$ cat src/rtl/udp_cmd_ctrl.sv
// UDP command decoder: collects a 5-byte command frame and starts, stops or arms counted bursts per channel.
// Build option LEGACY_CMD_EN adds single-byte "1"/"0" start-all/stop-all packets.
module udp_cmd_ctrl #(
  parameter int          CH_NUM = 4,
  parameter logic [7:0]  MAGIC  = 8'hA5,
  parameter int          CNT_W  = 16
) (
  input  logic              clk,
  input  logic              rst,
  input  logic              udp_rec_en,
  input  logic [7:0]        udp_rec_data,
  input  logic              udp_rec_pkt_done,
  input  logic [15:0]       udp_rec_byte_num,
  input  logic [CH_NUM-1:0] frame_done,
  output logic [CH_NUM-1:0] transfer_flag,
  output logic              cmd_ok,
  output logic              cmd_err
);

  localparam logic [0:0] ST_COLLECT = 1'b0;
  localparam logic [0:0] ST_EXEC    = 1'b1;

  logic [0:0]       state;
  logic [2:0]       idx;
  logic [2:0]       idx_inc;
  logic [2:0]       pkt_len;
  logic             len5;
`ifdef LEGACY_CMD_EN
  logic             len1;
`endif
  logic [7:0]       pkt_b [5];
  logic [CNT_W-1:0] cnt [CH_NUM];

  logic [15:0]       arg;
  logic [CNT_W-1:0]  arg_c;
  logic              all_ch;
  logic              frame_ok;
  logic              cmd_valid;
  logic              set_flag;
  logic              load;
  logic [CH_NUM-1:0] tgt;
  logic [CH_NUM-1:0] exec_hit;

  // idx stops at 6 so any oversize packet stays distinguishable from a 5-byte one
  assign idx_inc = (idx == 3'd6) ? 3'd6 : idx + 3'd1;

  always_ff @(posedge clk or posedge rst) begin
    if (rst) begin
      state   <= ST_COLLECT;
      idx     <= 3'd0;
      pkt_len <= 3'd0;
      len5    <= 1'b0;
`ifdef LEGACY_CMD_EN
      len1    <= 1'b0;
`endif
      for (int i = 0; i < 5; i++) pkt_b[i] <= 8'h00;
    end else begin
      if (udp_rec_en && idx < 3'd5) pkt_b[idx] <= udp_rec_data;
      if (state == ST_COLLECT && udp_rec_pkt_done) begin
        state   <= ST_EXEC;
        idx     <= 3'd0;
        pkt_len <= udp_rec_en ? idx_inc : idx;
        len5    <= (udp_rec_byte_num == 16'd5);
`ifdef LEGACY_CMD_EN
        len1    <= (udp_rec_byte_num == 16'd1);
`endif
      end else begin
        state <= ST_COLLECT;
        if (udp_rec_en) idx <= idx_inc;
      end
    end
  end

  assign arg    = {pkt_b[3], pkt_b[4]};
  assign all_ch = (pkt_b[1] == 8'hFF);

  always_comb begin
    arg_c = '0;
    for (int i = 0; i < CNT_W && i < 16; i++) arg_c[i] = arg[i];
  end

  assign frame_ok = len5 && (pkt_len == 3'd5) && (pkt_b[0] == MAGIC)
                 && (all_ch || pkt_b[1] < 8'(CH_NUM))
                 && (pkt_b[2] <= 8'h02)
                 && !(pkt_b[2] == 8'h02 && arg_c == '0);

  always_comb begin
    cmd_valid = frame_ok;
    set_flag  = (pkt_b[2] != 8'h00);
    load      = (pkt_b[2] == 8'h02);
    tgt       = '0;
    for (int i = 0; i < CH_NUM; i++) tgt[i] = all_ch || (pkt_b[1] == 8'(i));
`ifdef LEGACY_CMD_EN
    if (len1 && pkt_len == 3'd1 && (pkt_b[0] == 8'h31 || pkt_b[0] == 8'h30)) begin
      cmd_valid = 1'b1;
      set_flag  = (pkt_b[0] == 8'h31);
      load      = 1'b0;
      tgt       = '1;
    end
`endif
  end

  assign exec_hit = (state == ST_EXEC && cmd_valid) ? tgt : '0;

  always_ff @(posedge clk or posedge rst) begin
    if (rst) begin
      cmd_ok  <= 1'b0;
      cmd_err <= 1'b0;
    end else begin
      cmd_ok  <= (state == ST_EXEC) && cmd_valid;
      cmd_err <= (state == ST_EXEC) && !cmd_valid;
    end
  end

  // A command on a channel overrides a coincident frame_done on that channel
  always_ff @(posedge clk or posedge rst) begin
    if (rst) begin
      transfer_flag <= '0;
      for (int i = 0; i < CH_NUM; i++) cnt[i] <= '0;
    end else begin
      for (int i = 0; i < CH_NUM; i++) begin
        if (exec_hit[i]) begin
          transfer_flag[i] <= set_flag;
          cnt[i]           <= load ? arg_c : '0;
        end else if (frame_done[i] && transfer_flag[i] && cnt[i] != '0) begin
          cnt[i] <= cnt[i] - CNT_W'(1);
          if (cnt[i] == CNT_W'(1)) transfer_flag[i] <= 1'b0;
        end
      end
    end
  end

endmodule

$ cat config.mk
export PLATFORM = sky130hd
export DESIGN_NAME = udp_cmd_ctrl
export DESIGN_NICKNAME = d
export VERILOG_FILES = /design/src/rtl/udp_cmd_ctrl.sv
export SDC_FILE = /design/constraint.sdc
export NUM_CORES = 1
export LEC_CHECK = 0
export CORE_MARGIN = 5
export CORE_UTILIZATION = 35
export CTS_CLUSTER_SIZE = 40
export DETAILED_ROUTE_END_ITERATION = 10
export PLACE_DENSITY_LB_ADDON = 0.25
export SYNTH_ARGS = -nofsm -noshare
export SYNTH_HDL_FRONTEND = slang
export SYNTH_SLANG_ARGS = --single-unit
$ cat constraint.sdc
create_clock -name clk -period 8.24 [get_ports clk]
set_input_delay 2.472 -clock clk [delete_from_list [all_inputs] [get_ports clk]]
set_output_delay 2.472 -clock clk [all_outputs]
set_load 0.01 [all_outputs]
## Word level (Yosys, flattened, before mapping)

Cells that the tools add are included.

| word-level totals | value |
|---|---|
| register bits | 118 |
| output and inout port bits | 6 |

| cells by class | value |
|---|---|
| $add $sub $neg | 5 |
| order comparisons | 5 |
| eq/ne operators | 13 |
| multiplexer cells | 29 |
| bitwise logic cells | 2 |
| reductions and logical operators | 45 |

Operator list:

| operator | count |
|---|---|
| $mux 16 | 9 |
| $eq 16x1->1 const B | 4 |
| $reduce_bool 16->1 | 4 |
| $sub 16x1->16 const B | 4 |
| $bwmux 40 | 1 |
| $demux 8 s3 | 1 |
| $eq 8x2->1 const B | 3 |
| $logic_and 1x1->1 | 19 |
| $eq 16x3->1 const B | 1 |
| $eq 8x8->1 const B | 2 |
| $logic_not 16->1 | 1 |
| $reduce_bool 2->1 | 8 |
| $mux 1 | 13 |
| $mux 3 | 3 |
| $eq 8x1->1 const B | 1 |
| $le 8x2->1 const B | 1 |
| $logic_not 8->1 | 1 |
| $lt 8x3->1 const B | 1 |
| $mux 8 | 1 |
| $reduce_and 2->1 | 4 |
| $reduce_bool 8->1 | 1 |
| $eq 3x3->1 const B | 2 |
| $logic_or 1x1->1 | 5 |
| $ge 4x4->1 const B | 1 |
| 7 further kinds | 8 |

## Logic depth before layout (Yosys ltp)

| depth | value |
|---|---|
| depth after elaboration | 10 |
| depth in mapped cells | 8 |
| depth with buffers taken out | 8 |

## Worst setup path before layout

No wires, ideal clock.

| path | value |
|---|---|
| kind | input-to-reg |
| start point | in frame_done[0] |
| end point | reg cnt[57] (netlist bit) |
| library setup time | 0.077 ns |
| arrival | 4.014 ns |
| required time | 8.163 ns |
| path slack | 4.149 ns |
| stages on the path | 7 |
| cells stage by stage | nand2_1 > or3_1 > clkbuf_1 > or4_1 > or4_1 > and3b_1 > a21oi_1 |

| on the way | value |
|---|---|
| longest elaborated chain between the ends | 3 |

Ends and longest elaborated chain:

| what | RTL line | RTL |
|---|---|---|
| start: declaration | 14 | `input logic [CH_NUM-1:0] frame_done,` |
| $logic_and 1x1->1 (2 in series) | 125 | `end else if (frame_done[i] && transfer_flag[i] && cnt[i] != '0) begin` |
| $reduce_bool 2->1 (no line) | -- |  |
| end signal: indexed assignment | 124 | `cnt[i] <= load ? arg_c : '0;` |
| end signal: indexed assignment | 126 | `cnt[i] <= cnt[i] - CNT_W'(1);` |
| end: declaration | 32 | `logic [CNT_W-1:0] cnt [CH_NUM];` |

Every way passes these cells.
A chain may end at the register's enable or synchronous reset.

## Final worst setup path

| path | value |
|---|---|
| start point | in udp_rec_en |
| end point | reg pkt_b[35] (netlist bit) |

| on the way | value |
|---|---|
| longest elaborated chain between the ends | 1 |

Ends and longest elaborated chain:

| what | RTL line | RTL |
|---|---|---|
| start: declaration | 10 | `input logic udp_rec_en,` |
| $logic_and 1x1->1 | 58 | `if (udp_rec_en && idx < 3'd5) pkt_b[idx] <= udp_rec_data;` |
| end signal: indexed assignment | 58 |  |
| end: declaration | 31 | `logic [7:0] pkt_b [5];` |

Every way passes these cells.

==> results.sh <==
export IMPL_path_max_fanout=8
export IMPL_crit_family="simple AND/OR/NAND/NOR gates"
export IMPL_ys_flop_type="dfrtp_1"
export IMPL_end_kind="flip-flop"
export IMPL_nFillCells=1726
export IMPL_htreeDepth=4
export IMPL_fin_ws_ns=3.92
export IMPL_synth_cells=631
export IMPL_synth_most_common_cell="dfrtp_1"
export IMPL_timing_rr_start="pkt_b[20]"
export IMPL_initial_core_util_pct=35.4
export IMPL_dieHeight_um=144
export IMPL_status="finished clean"
export IMPL_grt_pass1_vias=4998
export IMPL_layout_min_cycle_time_ns=4.32
export IMPL_combinationalPowerShare_pct=9.8
export IMPL_yosysUniqueCellTypes=56
export IMPL_drv_slew=0
export IMPL_vdd_drop_max_v=0.000162
export IMPL_grt_setup_unrepaired="no"
export IMPL_yosysWarnings=0
export IMPL_hpwl_um=10800
export IMPL_fp_dieW_um=144
export IMPL_drt_pass1_iterations=6
export IMPL_post_cts_buffers=0
export IMPL_synth_nets=677
export IMPL_clk_pin_slew_ns=0.06
export IMPL_hold_violations=0
export IMPL_port_buffers=37
export IMPL_avgSynthCellArea_um2=10.0
export IMPL_grtUsageTotal_pct=15.9
export IMPL_drt_iter0_drc=320
export IMPL_timing_final_crit_share_pct=52.4
export IMPL_min_path_type="reg -> reg"
export IMPL_finalWirelength_um=15700
export IMPL_cts_buffers_inserted=17
export IMPL_ios=38
export IMPL_grt_ovfl_total=0
export IMPL_arrival_ns=4.62
export IMPL_diodes=0
export IMPL_setup_viol=0
export IMPL_critical_path_class="in -> reg"
export IMPL_layout_drive_gt1_share_pct=14.1
export IMPL_cts_tree="built"
export IMPL_slowest_delay_ns=0.89
export IMPL_async_flop_share_pct=100
export IMPL_p_per_area_nw_per_um2=231
export IMPL_pre_cts_slack_ns=3.46
export IMPL_slowest_stage="nor3b_1"
export IMPL_cts_sinks=118
export IMPL_yosysTopAreaCell="dfrtp_1"
export IMPL_design_area_um2=7560
export IMPL_rrSetupSlack_ns=4.88
export IMPL_crit_buf_inv=1
export IMPL_worstSkewPairLatency_ns=0.42
export IMPL_p_seq_share_pct=43.5
export IMPL_cp_start_kind="primary input"
export IMPL_tns_ns=0
export IMPL_required_ns=8.55
export IMPL_synth_top_area_share_pct=46.6
export IMPL_grt_pass1_wl_um=25900
export IMPL_clockBufferDepth=2
export IMPL_num_vias=4958
export IMPL_ys_top_cells_by_area="dfrtp_1 (47%), mux2_2 (6.8%), a21oi_1 (4.3%), nor2_1 (4.2%), xnor2_1 (4.0%)"
export IMPL_r2r_end="cnt[49]"
export IMPL_pwr_share_clk_pct=46.7
export IMPL_fin_worst_skew_ns=0.00737
export IMPL_slew_headroom_pct=20.0
export IMPL_place_area_um2=6910
export IMPL_r2r_cells=7
export IMPL_power_switching_mw=0.432
export IMPL_swShare_pct=24.8
export IMPL_wl_per_cell_um=17.3
export IMPL_ctsHoldBuffers=0
export IMPL_synthToLayoutAreaGrowth_pct=19.4
export IMPL_cp_cell_sequence="clkdlybuf4s50_1, nor2b_1, nor3b_1, mux2_2"
export IMPL_p_total_mw=1.75
export IMPL_synth_seq_cells=118
export IMPL_cts_root_buf="clkbuf_16"
export IMPL_viasPerCell=5.44
export IMPL_drv_cap=0
export IMPL_die_area_um2=20900
export IMPL_antenna_found_initial=0
export IMPL_ys_top_cells_by_count="dfrtp_1 (118), nor2_1 (71), a21oi_1 (55)"
export IMPL_drcViolationCount=0
export IMPL_core_area_um2=17900
export IMPL_crit_start="udp_rec_en"
export IMPL_path_depth=4
export IMPL_endpoint="pkt_b[35]"
export IMPL_internal_power_mw=1.31
export IMPL_ys_seq_area_share_pct=46.6
export IMPL_fmax_mhz=232
export IMPL_leakage_nw=3.21
export IMPL_rows=49
export IMPL_cts_resized_gates=0
export IMPL_tightest_slew_ns=1.20
export IMPL_ant_nets=0
export IMPL_synthesis_area_um2=6330
export IMPL_synth_edf_count=0
export IMPL_grt_max_degree=65
export IMPL_gp_congestion=0.840
export IMPL_nets=716
export IMPL_finish_utilization_pct=42.2
-- tightest hold or removal path: cells and delay by family (launching register included) --
family / cells / cell delay (ns)
AO/OA/AOI/OAI: 1 / 0.06
flip-flops: 1 / 0.33
AND/OR/NAND/NOR: 1 / 0.05
-- cells by family after synthesis --
family | after synthesis | share of synthesized area (%)
AND/OR/NAND/NOR | 257 | 22.2
flip-flops | 118 | 46.6
AO/OA/AOI/OAI | 107 | 10.5
XOR/XNOR | 52 | 7.19
multiplexers | 45 | 7.87
buffers and inverters | 38 | 2.89
adder cells (fa/ha/maj) | 14 | 2.77
-- metrics by stage --
stage / hold WS (ns) / cells
CTS: 0.474 / 912
floorplan: 0.441 / 631
finish: 0.472 / 912
global placement: 0.461 / 880
detailed placement: 0.461 / 880
global route: 0.514 / 912
-- worst min path at each step --
| stage | startpoint | end | slack [ns] | depth (start not counted) |
|---|---|---|---|---|
| final | pkt_len[1] | pkt_len[1] | 0.47 | 2 |
| after detailed placement | pkt_len[1] | pkt_len[1] | 0.46 | 2 |
| after CTS | pkt_len[1] | pkt_len[1] | 0.47 | 2 |
| after global placement | pkt_len[1] | pkt_len[1] | 0.46 | 2 |
| after global routing | pkt_b[21] | pkt_b[21] | 0.51 | 1 |
| after floorplan | pkt_len[1] | pkt_len[1] | 0.44 | 2 |
-- final cells by class --
cell class | count | area (µm²) | area share [%]
Clock buffer | 19 | 443 | 5.86
Sequential cell | 118 | 2950 | 39.1
Clock inverter | 13 | 203 | 2.68
Multi-Input combinational cell | 475 | 3200 | 42.4
Tap cell | 229 | 287 | 3.79
Inverter | 16 | 62.6 | 0.828
Timing Repair Buffer | 42 | 408 | 5.40
-- placed cells by master, fill, tap and decap left out, types with 23 or more instances in the layout --
| master | n |
|---|---|
| a21oi_1 | 55 |
| clkdlybuf4s50_1 | 37 |
| dfrtp_1 | 118 |
| mux2_2 | 38 |
| nand2_1 | 44 |
| nor2_1 | 71 |
| nor3_1 | 23 |
| nor4_1 | 23 |
| xnor2_1 | 29 |
| xor2_1 | 23 |
-- state kept, by name (all words and copies together) (netlist names) --
| register | flops |
|---|---|
| transfer_flag | 4 |
| pkt_len | 3 |
| pkt_b | 24 |
| state | 1 |
| cnt | 64 |
| cmd_ok | 1 |
| len5 | 1 |
| cmd_err | 1 |
| idx | 3 |
| arg | 16 |
-- power groups by stage --
stage | Sequential (mW) | Clock [mW] | Combinational [mW]
6_report | 0.759 | 0.815 | 0.172
5_1_grt | 0.769 | 0.855 | 0.193
4_1_cts | 0.757 | 0.828 | 0.174
3_5_place_dp | 0.767 | 0 | 0.173
3_3_place_gp | 0.760 | 0 | 0.166
2_1_floorplan | 0.734 | 0 | 0.131
-- per-layer routing --
metal  vias up  global-route usage, %  routed length, µm
met4         0                   5.60                384
li1       2354                      -                  -
met5         -                      0                  0
met1      2457                   20.7               7010
met3        32                   4.00                719
met2       115                   25.9               7630
No activity file was read; power rests on OpenSTA's default activity.
